## config.mk

```make
export PLATFORM = sky130hd
export DESIGN_NAME = serial_adder
export DESIGN_NICKNAME = d
export VERILOG_FILES = /design/src/rtl/serial_adder_pkg.sv /design/src/rtl/fa_1.sv /design/src/rtl/serial_adder.sv
export SDC_FILE = /design/constraint.sdc
export NUM_CORES = 1
export LEC_CHECK = 0
export ABC_AREA = 0
export BUFFER_PORTS_ARGS = -buffer_cell sky130_fd_sc_hd__buf_4
export CORE_UTILIZATION = 53
export DETAILED_ROUTE_END_ITERATION = 12
export GPL_ROUTABILITY_DRIVEN = 0
export MAX_ROUTING_LAYER = met4
export PLACE_DENSITY_LB_ADDON = 0.2
export RECOVER_POWER = 100
export SETUP_SLACK_MARGIN = 0.5
export SLEW_MARGIN = 20
export SYNTH_ARGS = -nofsm -noshare
export SYNTH_HDL_FRONTEND = slang
export SYNTH_SLANG_ARGS = --single-unit
```

## constraint.sdc

```tcl
create_clock -name clk -period 1.5 [get_ports clk]
set_input_delay 0.15 -clock clk [delete_from_list [all_inputs] [get_ports clk]]
set_output_delay 0.15 -clock clk [all_outputs]
set_load 0.005 [all_outputs]
```

## src/rtl/serial_adder_pkg.sv

```systemverilog
// Shared types and constants for the bit-serial adder.
package serial_adder_pkg;

    typedef enum logic [1:0] {
        IDLE = 2'd0,
        RUN  = 2'd1,
        DONE = 2'd2
    } sa_state_t;

    localparam int SA_DEFAULT_N = 8;

endpackage : serial_adder_pkg

```

## src/rtl/fa_1.sv

```systemverilog
// 1-bit full adder: s = x ^ y ^ rin, r = carry out.
module fa_1 (
    input  logic x,
    input  logic y,
    input  logic rin,
    output logic s,
    output logic r
);

    assign s = x ^ y ^ rin;
    assign r = (x & y) | (x & rin) | (y & rin);

endmodule : fa_1

```

## src/rtl/serial_adder.sv

```systemverilog
// Bit-serial N-bit adder: one fa_1 fed LSB first, carry held in a flop.
// Optional signed-overflow output enabled by SERIAL_ADDER_OVF_EN.
module serial_adder
    import serial_adder_pkg::*;
#(
    parameter int N = SA_DEFAULT_N
) (
    input  logic         clk,
    input  logic         rst_n,
    input  logic         start,
    input  logic [N-1:0] a,
    input  logic [N-1:0] b,
    input  logic         cin,
    output logic         busy,
    output logic         done,
    output logic [N-1:0] sum,
    output logic         cout
`ifdef SERIAL_ADDER_OVF_EN
    ,
    output logic         ovf
`endif
);

    localparam int CNT_W = (N > 1) ? $clog2(N) : 1;
    localparam logic [CNT_W-1:0] LAST_BIT = CNT_W'(N - 1);

    sa_state_t        state_q, state_d;
    logic [N-1:0]     ra_q, ra_d;
    logic [N-1:0]     rb_q, rb_d;
    logic [N-1:0]     sum_q, sum_d;
    logic [CNT_W-1:0] cnt_q, cnt_d;
    logic             c_q, c_d;
    logic             cout_q, cout_d;
    logic             fa_s, fa_r;
`ifdef SERIAL_ADDER_OVF_EN
    logic             ovf_q, ovf_d;
`endif

    fa_1 u_fa (
        .x   (ra_q[0]),
        .y   (rb_q[0]),
        .rin (c_q),
        .s   (fa_s),
        .r   (fa_r)
    );

    always_comb begin
        // NOTE: every signal gets a default first so no path leaves it unassigned (no latch).
        state_d = state_q;
        ra_d    = ra_q;
        rb_d    = rb_q;
        sum_d   = sum_q;
        cnt_d   = cnt_q;
        c_d     = c_q;
        cout_d  = cout_q;
`ifdef SERIAL_ADDER_OVF_EN
        ovf_d   = ovf_q;
`endif
        unique case (state_q)
            IDLE: begin
                if (start) begin
                    state_d = RUN;
                    ra_d    = a;
                    rb_d    = b;
                    c_d     = cin;
                    cnt_d   = '0;
                    sum_d   = '0;
                    cout_d  = 1'b0;
`ifdef SERIAL_ADDER_OVF_EN
                    ovf_d   = 1'b0;
`endif
                end
            end
            RUN: begin
                sum_d = {fa_s, sum_q[N-1:1]};
                c_d   = fa_r;
                ra_d  = ra_q >> 1;
                rb_d  = rb_q >> 1;
                if (cnt_q == LAST_BIT) begin
                    // Counter parks on the last bit instead of wrapping.
                    state_d = DONE;
                    cout_d  = fa_r;
`ifdef SERIAL_ADDER_OVF_EN
                    ovf_d   = c_q ^ fa_r;
`endif
                end else begin
                    cnt_d = cnt_q + CNT_W'(1);
                end
            end
            DONE:    state_d = IDLE;
            default: state_d = IDLE;
        endcase
    end

    always_ff @(posedge clk) begin
        // NOTE: sequential state uses non-blocking assignments only.
        if (!rst_n) begin
            state_q <= IDLE;
            ra_q    <= '0;
            rb_q    <= '0;
            sum_q   <= '0;
            cnt_q   <= '0;
            c_q     <= 1'b0;
            cout_q  <= 1'b0;
`ifdef SERIAL_ADDER_OVF_EN
            ovf_q   <= 1'b0;
`endif
        end else begin
            state_q <= state_d;
            ra_q    <= ra_d;
            rb_q    <= rb_d;
            sum_q   <= sum_d;
            cnt_q   <= cnt_d;
            c_q     <= c_d;
            cout_q  <= cout_d;
`ifdef SERIAL_ADDER_OVF_EN
            ovf_q   <= ovf_d;
`endif
        end
    end

    // Status outputs decode the state register only; no input reaches an output.
    assign busy = (state_q != IDLE);
    assign done = (state_q == DONE);
    assign sum  = sum_q;
    assign cout = cout_q;
`ifdef SERIAL_ADDER_OVF_EN
    assign ovf  = ovf_q;
`endif

endmodule : serial_adder
```

==> reports/metrics.yaml, run 1 <==
status:
  status: "finished with violations"
  violations: "DRC"
timing:
  relSlewSlack_pct: 77.6
  setup_tns_ps: 0
  rsz0062_at_grt: "yes"
  final-max-slew-violation-count: 0
  hold_viol: 0
  period_minus_slack_ps: 1380
  setup-violations-final: 0
  fin_hold_ws_ps: 114
  max_clock_freq_ghz: 0.724
  worst_pin_slew_ps: 336
  fin_crit_sh_pct: 92.1
  fin_skew_ps: 10.9
route:
  drt_pre_antenna_iters: 10
  dr_total_vias: 1689
  drc_errors: 1
  ant_nets: 0
  drtIter0Drc: 111
  finalWirelength_um: 6580
  via_per_inst: 6.89
  wl_per_cell_um: 26.9
die:
  core_um2: 2570
  die_h_um: 55.1
  core.rowCount: 18
  io_pins: 31
  initial_core_util_pct: 58.3
  die-area_um2: 3040
  chipWidth_um: 55.1
placed_design:
  dp_hpwl_um: 2030
  post_dp_cell_area_um2: 1730
  port_buffers: 30
power:
  p_seq_share_pct: 46.2
  internal_power_mw: 1.41
  combPwrFrac_pct: 24.6
  power.density_nw_per_um2: 851
  switching_share_pct: 29.8
  switching_power_mw: 0.596
  p_leak_nw: 0.981
  clockPowerShare_pct: 29.3
  peakVddDrop_uv: 912
min_path:
  holdCritPathClass: "primary input to flop"
logic_synthesis:
  synth.avg_cell_area_um2: 9.41
  synth_top_area_share_pct: 41.5
  synth-seq-cells: 31
  synth.distinct_cells: 26
  synth_area_leaders: "dfxtp_1, nor2b_1, o221a_2, a21oi_1, nor2_1"
  netlist_area_um2: 1500
  ys_seq_area_share_pct: 41.5
  synth_nets: 183
  yosys_warnings: 0
  synth_top_cell_by_area: "dfxtp_1"
  synth_cells: 159
clocking:
  hold_buffers: 0
  numCtsBuffers: 5
  clock_path_buffers: 2
  cts.clk_slew.worst_paths_ps: 110
  cts_tree: "yes"
  htreeDepth: 2
  clock_sinks: 31
  clock_latency_ps: 340
  cts_root_buffer: "clkbuf_4"
global_routing:
  grt_max_degree: 32
  grt_overflow_total: 0
  grt_pass1_wl_um: 5830
  grtUsageTotal_pct: 29.4
  antenna_found_initial: 0
  grt_pass1_vias: 1300
cells_and_area:
  antenna_cells: 0
  final_nets: 238
  drive_gt1_share_pct: 55.3
  design_area_um2: 2350
  area_growth_syn_to_layout_pct: 57.1
worst_setup_path:
  crit_type: "flop to flop"
  cp-start-kind: "flop"
  worstPathMaxFanout: 8
  end_kind: "flop"
  cp.arrival_ps: 1640
  cp.required_ps: 1760
run:
  drv_cap: 0
[state kept, by name, summed over array words and instances, names as in the netlist]
register / count
cout: 1
state_q: 2
sum: 8
rb_q: 8
c_q: 1
cnt_q: 3
ra_q: 8
[cell usage after synthesis]
library cell,number
dfxtp_1,31
nor2b_1,29
nor2_1,17
a21oi_1,14
o221a_2,14
a22oi_1,8
buf_2,6
inv_1,5
nand2_1,5
a32oi_1,4
buf_6,4
clkbuf_1,3
ha_1,3
a21boi_0,2
a21boi_1,2
nor3b_1,2
a31oi_1,1
and2_1,1
and3_1,1
buf_4,1
fa_1,1
nor2_2,1
nor4b_2,1
o21ai_0,1
o21bai_4,1
o311a_1,1
[metal layers]
layer	track usage, %	share of wire (%)
met3	7.92	11
met4	14.6	5.7
met5	-	0
met1	31.9	34
met2	49.2	49
[final cells by class]
type	count	area, um2
Timing Repair Buffer	61	586
Inverter	5	18.8
Clock buffer	8	68.8
Tap cell	30	37.5
Multi-Input combinational cell	110	1010
Sequential cell	31	631
Fill cell	78	216
[worst max-delay path, cell delays in order (launching register included)]
cell	delay, ps
dfxtp_4	400
buf_6	120
buf_8	140
nor2b_4	120
clkbuf_2	240
a22oi_1	120
nor2b_1	170
[power groups by stage]
| stage | Sequential [mW] | Combinational [mW] | Clock [mW] |
|---|---|---|---|
| floorplan | 0.914 | 0.195 | 0 |
| global placement | 0.927 | 0.238 | 0 |
| detailed placement | 0.929 | 0.249 | 0 |
| CTS | 0.903 | 0.334 | 0.570 |
| global route | 0.925 | 0.512 | 0.606 |
| finish | 0.924 | 0.492 | 0.586 |
[final timing paths]
| kind | startpoint | to | slack, ps | cells past startpoint |
|---|---|---|---|---|
| hold reg to reg | cnt_q[1]$_SDFFE_PN0P_ | cnt_q[1]$_SDFFE_PN0P_ | 500 | 2 |
| hold / removal | b[7] | rb_q[7]$_SDFFE_PN0P_ | 110 | 3 |
| setup / recovery | state_q[1]$_SDFFE_PN0P_ | sum[6]$_SDFFE_PN0P_ | 120 | 6 |
| setup reg to reg | state_q[1]$_SDFFE_PN0P_ | sum[6]$_SDFFE_PN0P_ | 120 | 6 |
[what timing repair did]
action | in CTS | in global routing
cloned | 2 | 3
pin swaps | 8 | 16
endpoints found under the setup margin | 33 | 38
resized for setup | 22 | 72
buffers inserted | 18 | 6
[logic make-up (layout without fill, tap and decap cells)]
group,count (synthesis),after routing,share of synthesized area [%]
compound gates,48,49,26.3
fa+ha+maj,4,4,3.85
buf+inv,19,74,7.53
flops,31,31,41.5
simple gates,57,57,20.9
[cells in the final DEF, fill, tap and decap left out, drive strengths merged, types with 2 or more instances in the layout]
master,instances
nor3b,2
clkbuf,19
buf,50
a21oi,14
nor2b,29
a32oi,4
dfxtp,31
o21bai,2
a22oi,8
inv,5
nor2,18
nand2,5
o221a,14
ha,3
a21boi,4
[stage by stage]
step | setup slack, ps | cells | utilization (%) | power (mW)
floorplan | 313 | 159 | - | 1.11
global placement | 177 | 208 | 67.3 | 1.16
detailed placement | 130 | 208 | 67.3 | 1.18
CTS | 242 | 236 | 80.4 | 1.81
global route | 66.3 | 245 | 91.6 | 2.04
finish | 118 | 245 | 91.6 | 2.00
Power figures use the tool's default switching activity.
==> inputs of run 2 (changes only) <==
--- a/config.mk
+++ b/config.mk
@@ -11,7 +11,7 @@
 export DETAILED_ROUTE_END_ITERATION = 12
 export GPL_ROUTABILITY_DRIVEN = 0
 export MAX_ROUTING_LAYER = met4
-export PLACE_DENSITY_LB_ADDON = 0.2
+export PLACE_DENSITY = 0.78
 export RECOVER_POWER = 100
 export SETUP_SLACK_MARGIN = 0.5
 export SLEW_MARGIN = 20
==> run 2 against run 1 <==
Net effect: the flow now finishes without violations; clock skew grew 3.4 ps; routed wire length fell by 29%; clock-buffer cell count shrank 1; via count fell by 14%; global-route usage is 0.34 points lower; non-clock buffer count fell by 6; setup slack better by 54 ps.
==> reports/metrics.yaml, run 2 (synthesis gave the netlist of run 1 again) <==
status:
  status: "complete, no violations"
power:
  switching_share_pct: 28.3
  power.density_nw_per_um2: 847
  peakVddDrop_uv: 802
  p_seq_share_pct: 50.2
  p_leak_nw: 0.905
  combPwrFrac_pct: 21.5
  switching_power_mw: 0.517
  internal_power_mw: 1.31
  clockPowerShare_pct: 28.3
  p_total_mw: 1.83
timing:
  final-max-slew-violation-count: 0
  setup_tns_ps: 0
  rsz0062_at_grt: "yes"
  relSlewSlack_pct: 69.0
  worst_pin_slew_ps: 465
  fin_crit_sh_pct: 88.5
  setup-violations-final: 0
  hold_viol: 0
  max_clock_freq_ghz: 0.753
  fin_skew_ps: 14.3
  period_minus_slack_ps: 1330
die:
  io_pins: 31
  die-area_um2: 3040
  core.rowCount: 18
  initial_core_util_pct: 58.3
  chipWidth_um: 55.1
  core_um2: 2570
  die_h_um: 55.1
cells_and_area:
  multiInputGateArea_um2: 957
  antenna_cells: 0
  design_area_um2: 2160
  seqCellArea_um2: 637
  layout_commonest_cell: "buf_4"
  final_cell_mix: "buf_4, nor2b_1, dfxtp_1"
  instances_no_fill: 239
  area_growth_syn_to_layout_pct: 44.1
  fillers: 154
  drive_gt1_share_pct: 52.6
  final_nets: 232
global_routing:
  antenna_found_initial: 0
  grt_pass1_vias: 1240
  grt_max_degree: 32
  grt_overflow_total: 0
  grtUsageTotal_pct: 29.0
  grt_pass1_wl_um: 5840
worst_setup_path:
  cp.arrival_ps: 1620
  end_kind: "flop"
  crit_type: "flop to flop"
  worstPathMaxFanout: 6
  cp-start-kind: "flop"
  cp.required_ps: 1790
  reg2reg_depth: 5
route:
  dr_total_vias: 1459
  via_per_inst: 6.10
  wl_per_cell_um: 19.4
  finalWirelength_um: 4650
  drt_pre_antenna_iters: 4
  drtIter0Drc: 34
  ant_nets: 0
  drc_errors: 0
clocking:
  cts.clk_slew.worst_paths_ps: 100
  clock_sinks: 31
  cts_root_buffer: "clkbuf_4"
  numCtsBuffers: 5
  clock_latency_ps: 340
  cts_tree: "yes"
  htreeDepth: 2
  clock_path_buffers: 2
  hold_buffers: 0
placed_design:
  post_dp_cell_area_um2: 1740
  dp_cells: 209
  port_buffers: 30
  dp_hpwl_um: 1930
min_path:
  worst_hold_path.num_cells: 3
  holdCritPathClass: "primary input to flop"
run:
  drv_cap: 0
[run 2: area by class of cell]
class                   count  area share, %
multi-input cells         110           44.4
flip-flops and latches     31           29.5
repair buffers             55           20.7
clock buffers               7           2.55
well taps                  30           1.74
inverters                   5          0.870
clock inverters             1          0.232
[run 2: worst max-delay path, stage by stage (launching register included)]
cell,delay (ps)
dfxtp_4,420
buf_6,120
nor2_1,40
nor2_1,310
buf_6,190
o221a_2,200
[run 2: worst paths after layout]
check	from	to	slack [ps]
min reg2reg	cout$_SDFFE_PN0P_	cout$_SDFFE_PN0P_	490
max	state_q[0]$_SDFFE_PN0P_	ra_q[1]$_SDFFE_PN0P_	170
min	b[7]	rb_q[7]$_SDFFE_PN0P_	110
max reg2reg	state_q[0]$_SDFFE_PN0P_	ra_q[1]$_SDFFE_PN0P_	170
[run 2: per-stage QoR]
stage          hold WS, ps  setup WS, ps  utilization, %
3_3_place_gp           443           170            67.6
5_1_grt                125           120            84.0
2_1_floorplan          302           313               -
3_5_place_dp           453           142            67.6
4_1_cts                116           247            81.6
6_report               113           172            84.0
[run 2: per-layer routing]
layer	vias up	share of wire, %	track usage, %
li1	668	-	-
met1	727	43	34.6
met2	50	50	45.2
met3	14	3.9	6.01
met4	0	2.9	16.7
met5	-	0	-
[run 2: power by group through the flow]
stage          registers [mW]  logic, mW  clock network [mW]
6_report                0.917      0.393               0.517
5_1_grt                 0.920      0.421               0.548
4_1_cts                 0.911      0.343               0.508
3_5_place_dp            0.928      0.249                   0
3_3_place_gp            0.926      0.242                   0
2_1_floorplan           0.914      0.195                   0
[run 2: timing repair]
action / 4_1_cts / 5_1_grt
setup endpoints to repair: 33 / 38
buffers inserted: 15 / 5
gates cloned: 0 / 2
gates resized for setup: 39 / 35
pin swaps: 8 / 11
==> inputs of run 3 (changes only) <==
--- a/config.mk
+++ b/config.mk
@@ -17,4 +17,5 @@
 export SLEW_MARGIN = 20
 export SYNTH_ARGS = -nofsm -noshare
 export SYNTH_HDL_FRONTEND = slang
+export SYNTH_HIERARCHICAL = 1
 export SYNTH_SLANG_ARGS = --single-unit
==> run 3 against run 2 <==
Net effect: global-route usage increased by 0.18 points; clock skew decreased by 5.3 ps; routed wire length decreased by 14%; critical endpoint is now sum[3]$_SDFFE_PN0P_; die area decreased by 3.1%; critical path depth increased by 1; register-to-register slack got worse by 60 ps; setup slack got worse by 60 ps; power increased by 1.6%; cell count decreased by 2.9%; non-clock buffer count decreased by 2.
==> reports/metrics.yaml, run 3 <==
status:
  status: "complete, no violations"
cells_and_area:
  layout_commonest_cell: "buf_4"
  design_area_um2: 2140
  utilization_pct: 84.8
  fillers: 135
  antenna_cells: 0
  area_growth_syn_to_layout_pct: 47.8
  seqCellArea_um2: 627
  drive_gt1_share_pct: 50.0
  instances_no_fill: 232
  final_cell_mix: "buf_4, dfxtp_1, nor2_1, a21oi_1, buf_6"
  final_nets: 225
  multiInputGateArea_um2: 907
logic_synthesis:
  synth_nets: 180
  synth_top_area_share_pct: 42.9
  synth_common_cells: "dfxtp_1, nor2_1, a21oi_1, nor2b_1, buf_2"
  synth_cells: 156
  synth-seq-cells: 31
  synth.distinct_cells: 29
  synthFlopType: "dfxtp_1"
  synth_edf_count: 0
  synth_top_cell_by_area: "dfxtp_1"
  synthArstFlopShare_pct: 0
  synth_area_leaders: "dfxtp_1, nor2b_1, a21oi_1, nor2_1, o221a_1"
  synth.avg_cell_area_um2: 9.28
  yosys.cell_count.top_type: "dfxtp_1"
  netlist_area_um2: 1450
  ys_seq_area_share_pct: 42.9
  yosys_warnings: 6
worst_setup_path:
  cp.arrival_ps: 1600
  cp.required_ps: 1720
  worstPathMaxFanout: 7
  cp-start-kind: "flop"
  crit_type: "flop to flop"
  end_kind: "flop"
  r2r_slack_ps: 110
power:
  p_total_mw: 1.86
  p_leak_nw: 0.878
  peakVddDrop_uv: 861
  power.density_nw_per_um2: 868
route:
  drt_pre_antenna_iters: 4
  dr_total_vias: 1375
  drtIter0Drc: 34
  via_per_inst: 5.93
  finalWirelength_um: 3980
  wl_per_cell_um: 17.1
  drc_errors: 0
  ant_nets: 0
global_routing:
  grtUsageTotal_pct: 29.2
  grt_overflow_total: 0
  grt_pass1_wl_um: 5650
  grt_pass1_vias: 1212
  antenna_found_initial: 0
  grt_max_degree: 22
clocking:
  numCtsBuffers: 5
  htreeDepth: 2
  clock_path_buffers: 2
  clock_latency_ps: 340
  clock_sinks: 31
  cts_tree: "yes"
  hold_buffers: 0
  cts.clk_slew.worst_paths_ps: 90
  cts_root_buffer: "clkbuf_4"
timing:
  max_clock_freq_ghz: 0.720
  fin_crit_sh_pct: 92.5
  setup-violations-final: 0
  setup_ws_ps: 112
  final-max-slew-violation-count: 0
  relSlewSlack_pct: 65.7
  hold_viol: 0
  rsz0062_at_grt: "yes"
  fin_skew_ps: 9.02
  setup_tns_ps: 0
  fin_hold_ws_ps: 100
  worst_pin_slew_ps: 514
  period_minus_slack_ps: 1390
die:
  chipWidth_um: 54.3
  die_h_um: 54.3
  io_pins: 31
  core_um2: 2520
  die-area_um2: 2940
  initial_core_util_pct: 57.4
  core.rowCount: 18
run:
  drv_cap: 0
placed_design:
  port_buffers: 30
  dp_cells: 207
  post_dp_cell_area_um2: 1710
  dp_slack_ps: 241
  dp_hpwl_um: 1870
min_path:
  holdCritPathClass: "primary input to flop"
==> run 3: cell families after synthesis <==
family | count (synthesis) | synth area share (%)
AOI/OAI and AO/OA | 50 | 26.4
buffers and inverters | 16 | 7.00
DFF | 31 | 42.9
muxes | 1 | 0.691
and+or+nand+nor | 54 | 19.1
adders and majority gates | 4 | 3.98
==> run 3: per-layer routing <==
| layer | routed length, um | global-route usage (%) | up-vias |
|---|---|---|---|
| met4 | 92 | 13.7 | 0 |
| met1 | 1570 | 32.5 | 653 |
| met2 | 2060 | 45.9 | 51 |
| li1 | - | - | 660 |
| met5 | 0 | - | - |
| met3 | 251 | 11.1 | 11 |
==> run 3: area by class of cell <==
type | instances | area share (%)
clock buffers | 8 | 3.22
inverters | 1 | 0.175
well taps | 30 | 1.75
flip-flops and latches | 31 | 29.3
repair buffers | 53 | 23.2
multi-input cells | 109 | 42.4
==> run 3: final timing paths <==
| path | end | from | depth (start not counted) |
|---|---|---|---|
| max reg2reg | sum[3]$_SDFFE_PN0P_ | state_q[0]$_SDFFE_PN0P_ | 6 |
| max | sum[3]$_SDFFE_PN0P_ | state_q[0]$_SDFFE_PN0P_ | 6 |
| min | rb_q[7]$_SDFFE_PN0P_ | b[7] | 3 |
| min reg2reg | cnt_q[1]$_SDFFE_PN0P_ | cnt_q[1]$_SDFFE_PN0P_ | 2 |
==> run 3: worst max-delay path: stages (launching register included) <==
cell and delay (ps):
dfxtp_1 420, buf_12 140, buf_4 160, o21bai_4 70, clkbuf_2 180, a22oi_1 230
nor2_1 50
==> run 3: report_power, final <==
group / internal [mW] / total (mW) / switching (mW) / leakage (nW)
sequential: 0.871 / 0.914 / 0.0424 / 0.256
clock: 0.276 / 0.573 / 0.297 / 0.0386
combinational: 0.209 / 0.371 / 0.161 / 0.584
total: 1.36 / 1.86 / 0.501 / 0.878
==> run 3: repair_timing <==
item | 4_1_cts | 5_1_grt
pin swaps | 8 | 6
cloned | 3 | 1
gates resized for setup | 28 | 39
buffers inserted | 7 | 6
endpoints found under the setup margin | 33 | 42
